### src/rtl/fetch_pkg.sv
// Shared types and constants for the instruction fetch stage.
package fetch_pkg;

    localparam int ADDR_W = 12;
    localparam int DATA_W = 16;

    localparam logic [3:0] HALT_OPCODE = 4'hF;

    typedef struct packed {
        logic [ADDR_W-1:0] pc;
        logic [DATA_W-1:0] instr;
    } fetch_entry_t;

endpackage

### src/rtl/instr_fetch_unit_if.sv
// Fetch stage bus: ROM port, decode handshake, redirect input and halt status.
interface instr_fetch_unit_if #(
    parameter int ADDR_W = 12,
    parameter int DATA_W = 16
);
    logic [ADDR_W-1:0] imem_addr;
    logic [DATA_W-1:0] imem_data;
    logic              out_valid;
    logic              out_ready;
    logic [DATA_W-1:0] out_instr;
    logic [ADDR_W-1:0] out_pc;
    logic              redirect_valid;
    logic [ADDR_W-1:0] redirect_addr;
    logic              halted;

    modport master (
        output imem_addr, out_valid, out_instr, out_pc, halted,
        input  imem_data, out_ready, redirect_valid, redirect_addr
    );

    modport slave (
        input  imem_addr, out_valid, out_instr, out_pc, halted,
        output imem_data, out_ready, redirect_valid, redirect_addr
    );
endinterface

### src/rtl/fetch_buffer.sv
// Two-entry FIFO of fetched {pc, instr} pairs; head entry is held in a register
// so the consumer sees registered outputs. Flush takes priority over push.
module fetch_buffer
    import fetch_pkg::*;
(
    input  logic         clk,
    input  logic         rst_n,
    input  logic         i_push,
    input  logic         i_pop,
    input  logic         i_flush,
    input  fetch_entry_t i_data,
    output fetch_entry_t o_head,
    output logic         o_valid,
    output logic [1:0]   o_count
);

    fetch_entry_t r_head;
    fetch_entry_t r_tail;
    logic [1:0]   r_count;

    always_ff @(posedge clk or negedge rst_n) begin
        if (!rst_n) begin
            r_head  <= '0;
            r_tail  <= '0;
            r_count <= 2'd0;
        end else if (i_flush) begin
            r_count <= 2'd0;
        end else begin
            case (r_count)
                2'd0: begin
                    if (i_push) begin
                        r_head  <= i_data;
                        r_count <= 2'd1;
                    end
                end
                2'd1: begin
                    if (i_push && i_pop) begin
                        r_head <= i_data;
                    end else if (i_push) begin
                        r_tail  <= i_data;
                        r_count <= 2'd2;
                    end else if (i_pop) begin
                        r_count <= 2'd0;
                    end
                end
                default: begin
                    // Full: a pop shifts the tail into the head register.
                    if (i_pop) begin
                        r_head <= r_tail;
                        if (i_push) r_tail  <= i_data;
                        else        r_count <= 2'd1;
                    end
                end
            endcase
        end
    end

    assign o_head  = r_head;
    assign o_valid = (r_count != 2'd0);
    assign o_count = r_count;

endmodule

### src/rtl/instr_fetch_unit.sv
// Fetch stage: owns the PC, addresses the combinational ROM and buffers words for decode.
// Optional macro FETCH_HALT_EN stops fetching after a word with the HALT opcode.
module instr_fetch_unit #(
    parameter int                 ADDR_W   = fetch_pkg::ADDR_W,
    parameter int                 DATA_W   = fetch_pkg::DATA_W,
    parameter logic [ADDR_W-1:0]  RESET_PC = '0
) (
    input  logic                clk,
    input  logic                rst_n,
    instr_fetch_unit_if.master  bus
);
    import fetch_pkg::*;

    logic [ADDR_W-1:0] r_pc;
    logic              w_pop;
    logic              w_fetch_en;
    logic              w_halted;
    logic              w_valid;
    logic [1:0]        w_count;
    fetch_entry_t      w_push_entry;
    fetch_entry_t      w_head;

    assign w_pop      = w_valid & bus.out_ready;
    // A full buffer may still fetch when its head leaves in the same cycle.
    assign w_fetch_en = !bus.redirect_valid & !w_halted & ((w_count < 2'd2) | w_pop);

    assign w_push_entry.pc    = r_pc;
    assign w_push_entry.instr = bus.imem_data;

    always_ff @(posedge clk or negedge rst_n) begin
        if (!rst_n)                  r_pc <= RESET_PC;
        else if (bus.redirect_valid) r_pc <= bus.redirect_addr;
        else if (w_fetch_en)         r_pc <= r_pc + 1'b1;
    end

`ifdef FETCH_HALT_EN
    logic r_halted;
    logic w_halt_word;

    assign w_halt_word = (bus.imem_data[DATA_W-1 -: 4] == HALT_OPCODE);

    always_ff @(posedge clk or negedge rst_n) begin
        if (!rst_n)                          r_halted <= 1'b0;
        else if (bus.redirect_valid)         r_halted <= 1'b0;
        else if (w_fetch_en && w_halt_word)  r_halted <= 1'b1;
    end

    assign w_halted = r_halted;
`else
    assign w_halted = 1'b0;
`endif

    fetch_buffer u_buf (
        .clk     (clk),
        .rst_n   (rst_n),
        .i_push  (w_fetch_en),
        .i_pop   (w_pop),
        .i_flush (bus.redirect_valid),
        .i_data  (w_push_entry),
        .o_head  (w_head),
        .o_valid (w_valid),
        .o_count (w_count)
    );

    assign bus.imem_addr = r_pc;
    assign bus.out_valid = w_valid;
    assign bus.out_instr = w_head.instr;
    assign bus.out_pc    = w_head.pc;
    assign bus.halted    = w_halted;

endmodule

### src/flat_wrapper.sv
// flat-port wrapper written by rule: the top's interface ports become plain ports
module instr_fetch_unit_flat import fetch_pkg::*;
#(
    parameter int                 ADDR_W   = fetch_pkg::ADDR_W,
    parameter int                 DATA_W   = fetch_pkg::DATA_W,
    parameter logic [ADDR_W-1:0]  RESET_PC = '0
)
  (clk, rst_n, bus_imem_addr, bus_out_valid, bus_out_instr, bus_out_pc, bus_halted, bus_imem_data, bus_out_ready, bus_redirect_valid, bus_redirect_addr);
  instr_fetch_unit_if #(.ADDR_W(ADDR_W), .DATA_W(DATA_W)) bus_i ();
  input  logic clk;
  input  logic rst_n;
  output wire logic [$bits(bus_i.imem_addr)-1:0] bus_imem_addr;
  output wire logic [$bits(bus_i.out_valid)-1:0] bus_out_valid;
  output wire logic [$bits(bus_i.out_instr)-1:0] bus_out_instr;
  output wire logic [$bits(bus_i.out_pc)-1:0] bus_out_pc;
  output wire logic [$bits(bus_i.halted)-1:0] bus_halted;
  input wire logic [$bits(bus_i.imem_data)-1:0] bus_imem_data;
  input wire logic [$bits(bus_i.out_ready)-1:0] bus_out_ready;
  input wire logic [$bits(bus_i.redirect_valid)-1:0] bus_redirect_valid;
  input wire logic [$bits(bus_i.redirect_addr)-1:0] bus_redirect_addr;
  assign bus_imem_addr = bus_i.imem_addr;
  assign bus_out_valid = bus_i.out_valid;
  assign bus_out_instr = bus_i.out_instr;
  assign bus_out_pc = bus_i.out_pc;
  assign bus_halted = bus_i.halted;
  assign bus_i.imem_data = bus_imem_data;
  assign bus_i.out_ready = bus_out_ready;
  assign bus_i.redirect_valid = bus_redirect_valid;
  assign bus_i.redirect_addr = bus_redirect_addr;
  instr_fetch_unit #(.ADDR_W(ADDR_W), .DATA_W(DATA_W), .RESET_PC(RESET_PC)) u_core (.clk(clk), .rst_n(rst_n), .bus(bus_i));
endmodule
### config.mk
export PLATFORM = sky130hd
export DESIGN_NAME = instr_fetch_unit_flat
export DESIGN_NICKNAME = d
export VERILOG_FILES = /design/src/rtl/fetch_pkg.sv /design/src/rtl/instr_fetch_unit_if.sv /design/src/rtl/fetch_buffer.sv /design/src/rtl/instr_fetch_unit.sv /design/src/flat_wrapper.sv
export SDC_FILE = /design/constraint.sdc
export NUM_CORES = 1
export LEC_CHECK = 0
export BUFFER_PORTS_ARGS = -buffer_cell sky130_fd_sc_hd__buf_4
export CORE_AREA = 2 2 76 93
export DETAILED_ROUTE_END_ITERATION = 10
export DIE_AREA = 0 0 78 95
export PLACE_DENSITY = 0.84
export SYNTH_ARGS = -nofsm -noshare
export SYNTH_HDL_FRONTEND = slang
export SYNTH_HIERARCHICAL = 1
export SYNTH_SLANG_ARGS = --single-unit
### constraint.sdc
create_clock -name clk -period 7.9 [get_ports clk]
set_input_delay 1.58 -clock clk [delete_from_list [all_inputs] [get_ports clk]]
set_output_delay 1.58 -clock clk [all_outputs]
set_load 0.02 [all_outputs]
==> impl_table.tex <==
\begin{tabular}{lr}
\hline
Metric & Value \\
\hline
\multicolumn{2}{l}{\textbf{Layout}} \\
Number of diodes added for antenna fixing & 0 \\
Leading cell type in the layout, fill and taps excluded & buf\_4 \\
Area grow syn2layout & 17.2\% \\
Layout cell share with drive strength beyond 1 & 0.294 \\
Utilization of the core after routing & 0.680 \\
Layout Nets & 460 \\
Leading cell types in the layout, fill and taps excluded & buf\_4, dfrtp\_1, nand2\_1, o21ai\_0, inv\_1 \\
\multicolumn{2}{l}{\textbf{Logic synthesis}} \\
Post-synthesis instance total & 376 \\
Number of flops mapped to enable cells by yosys & 0 \\
Average cell area after synthesis & 10.2 um\^{}2 \\
Syn Nets & 409 \\
Async set-reset flop share out of synthesis & 1.00 \\
Post-synthesis sequential area ratio & 0.457 \\
Post-synthesis cell type with the largest combined area & dfrtp\_1 \\
Synth warn & 6 \\
Area share of the largest cell type after synthesis & 0.457 \\
Count of unique library cells instantiated by Yosys & 47 \\
Netlist Area Pre-Place & 3830 um\^{}2 \\
Biggest area contributors in the synthesized netlist & dfrtp\_1, mux2\_2, nand2\_1, o41ai\_1, o311ai\_1 \\
Commonest register cell after synthesis & dfrtp\_1 \\
Synth Register Bits & 70 \\
\multicolumn{2}{l}{\textbf{Floorplan}} \\
Placement row count & 33 \\
Ports placed on the boundary & 74 \\
Initial Util & 0.580 \\
Horizontal die dimension & 78 um \\
Core Box Area & 6610 um\^{}2 \\
Vert. Die Dim & 95 um \\
Die Outline Area & 7410 um\^{}2 \\
\multicolumn{2}{l}{\textbf{STA}} \\
Relative slew margins & 0.198 \\
Least-Margin Pin Slew & 1.20 ns \\
Final worst clock skew & 0.00487 ns \\
RSZ-0062 raised after global routing & no \\
Post-layout minimum cycle time & 3.89 ns \\
Total setup violations reported at the end of the flow & 0 \\
Share of the clock period used by the worst path & 0.492 \\
Aggregate negative setup slack & 0 ns \\
Final count of hold timing violations & 0 \\
Pins Over Slew Limit & 0 \\
Maximum achievable frequency & 257 MHz \\
\multicolumn{2}{l}{\textbf{Global route}} \\
Remaining Overflow, GRT & 0 \\
Initial antenna violation count & 0 \\
Via count of the first global-routing pass & 3021 \\
Maximum number of pins on one net before global-route repair & 71 \\
GRT Overall Usage & 0.240 \\
Wire length of the first global-routing pass & 14000 um \\
\multicolumn{2}{l}{\textbf{Status}} \\
Status & completed \\
\multicolumn{2}{l}{\textbf{Critical path}} \\
Critical R2R Launch & u\_core/u\_buf/o\_count[1]\$\_DFFE\_PN0P\_ \\
Origin of the worst setup path & u\_core/u\_buf/o\_count[1]\$\_DFFE\_PN0P\_ \\
Endpoint kind of the worst setup timing path & register \\
Required arrival time at the worst endpoint & 8.10 ns \\
Data arrival time at the worst-slack endpoint & 4.09 ns \\
Kind of cell with the highest combined delay on the critical path & simple AND/OR/NAND/NOR gates \\
Ordered list of cells on the worst path & nor2\_4 > inv\_1 > a21boi\_4 > nor2\_1 > nand2b\_1 > o41ai\_1 > o311ai\_1 \\
CP max stage cell & dfrtp\_2 \\
Highest net fanout along the worst path & 66 \\
Buffers plus inverters on the worst setup path & 1 \\
Critical Path Source Type & register \\
Critical setup path kind & reg -> reg \\
Maximum single-stage delay on the critical path & 1.09 ns \\
\multicolumn{2}{l}{\textbf{Drt}} \\
Met3 Routed Length & 478 um \\
First-pass DRT Iterations & 5 \\
Drc violations & 0 \\
Detailed-route wire length per cell & 16.5 um \\
Post-detailed-routing wire length & 8580 um \\
Drt via density & 6.04 \\
Total vias in the final route & 3134 \\
Final ANT Viol Nets & 0 \\
Initial DRC Count & 311 \\
Total met2 wirelength after detailed routing & 4440 um \\
Max Used Layer & met4 \\
Met1 Routed Length & 3450 um \\
\multicolumn{2}{l}{\textbf{CTS}} \\
Worst-skew pair later-pin latency & 0.35 ns \\
Total clock buffers created by CTS & 9 \\
CTS tree & done \\
H-Tree Depth & 3 \\
\# resized after CTS & 0 \\
Root buffer selected by CTS & clkbuf\_8 \\
Count of clock tree sinks & 70 \\
Hold-fix buffers at CTS & 0 \\
Clock slew at the register clock pins of the worst setup and hold paths & 0.07 ns \\
Post-CTS setup-driven buffer insertion count & 0 \\
Clk buf depth & 2 \\
\multicolumn{2}{l}{\textbf{Power and ir drop}} \\
Internal portion of total power & 837 uW \\
Power per standard cell area & 282 nW/um\^{}2 \\
P\_leak & 1.89 nW \\
Sequential share of power & 0.440 \\
VDD IR-drop max & 0.184 mV \\
Clock share of power & 0.231 \\
Sw frac & 0.340 \\
Combinational share of power & 0.329 \\
Power spent charging and discharging nets & 430 uW \\
\multicolumn{2}{l}{\textbf{Hold path}} \\
Worst min-delay path class & reg -> reg \\
Source of the worst hold timing path & u\_core/u\_buf/o\_head[3]\$\_DFFE\_PN0P\_ \\
\multicolumn{2}{l}{\textbf{Placement}} \\
Final estimated routing congestion in global placement & 0.803 \\
Number of buffer cells added on primary ports & 72 \\
Sum of net half-perimeters after detailed placement & 5410 um \\
\multicolumn{2}{l}{\textbf{Run}} \\
Number of max-capacitance violations reported & 0 \\
\hline
\end{tabular}
per-stage QoR:
stage	instance area, um^2	setup slack [ns]	hold slack [ns]	power (mW)	instances
floorplan	3830	4.82	0.474	0.817	376
global placement	4290	4.22	0.474	0.962	503
detailed placement	4290	4.09	0.483	0.981	503
CTS	4490	4.04	0.498	1.27	519
global route	4490	3.71	0.513	1.33	519
finish	4490	4.01	0.491	1.27	519
power groups by stage:
stage / clock network [mW] / registers (mW) / logic, mW
detailed placement: 0 / 0.562 / 0.419
finish: 0.292 / 0.558 / 0.417
floorplan: 0 / 0.617 / 0.200
global placement: 0 / 0.556 / 0.405
global route: 0.312 / 0.573 / 0.450
CTS: 0.296 / 0.557 / 0.420
cell families after synthesis:
family / synth area share
AND/OR/NAND/NOR: 0.146
buffers and inverters: 0.0793
XOR/XNOR: 0.0251
other: 0.000978
multiplexers: 0.103
AO/OA/AOI/OAI: 0.186
adder cells (fa/ha/maj): 0.00326
flip-flops: 0.457
cell usage after synthesis, types with 7 or more instances:
cell type and instances:
buf_2 11, buf_6 8, clkbuf_1 11, dfrtp_1 70, inv_1 28, mux2_1 11, mux2_2 23, nand2_1 64
nand3_1 7, o21ai_0 29, o311ai_0 7, o311ai_1 17, o41ai_1 24, xnor2_1 7
routing by layer:
| metal | vias to the layer above | track usage |
|---|---|---|
| met4 | 0 | 0.126 |
| met3 | 18 | 0.0411 |
| met5 | - | 0 |
| met2 | 126 | 0.414 |
| met1 | 1534 | 0.289 |
| li1 | 1456 | - |
registers in the layout, summed over array words and instances, names as in the netlist:
name                  cells
u_core/u_buf/r_tail      28
u_core/u_buf/o_head      28
u_core/bus.imem_addr     12
u_core/u_buf/o_count      2
layout make-up:
class | instances | area [um^2]
clock buffer | 13 | 159
clock inverter | 3 | 42.5
fill | 511 | 2120
inverter | 28 | 105
multi-input combinational | 246 | 1780
sequential | 70 | 1750
tap | 87 | 109
timing repair buffer | 72 | 541
final timing paths:
kind | end | slack, ns | cells after the start
worst max-delay path | u_core/u_buf/r_tail[13]$_DFFE_PN0P_ | 4.01 | 7
worst min register to register | u_core/u_buf/o_head[3]$_DFFE_PN0P_ | 0.49 | 1
worst min-delay path | u_core/u_buf/o_head[3]$_DFFE_PN0P_ | 0.49 | 1
worst max register to register | u_core/u_buf/r_tail[13]$_DFFE_PN0P_ | 4.01 | 7
min in group asynchronous | u_core/u_buf/o_head[0]$_DFFE_PN0P_ | 1.35 | 1
max in group asynchronous | u_core/u_buf/o_count[1]$_DFFE_PN0P_ | 5.95 | 1
(Power assumes the default switching activity.)
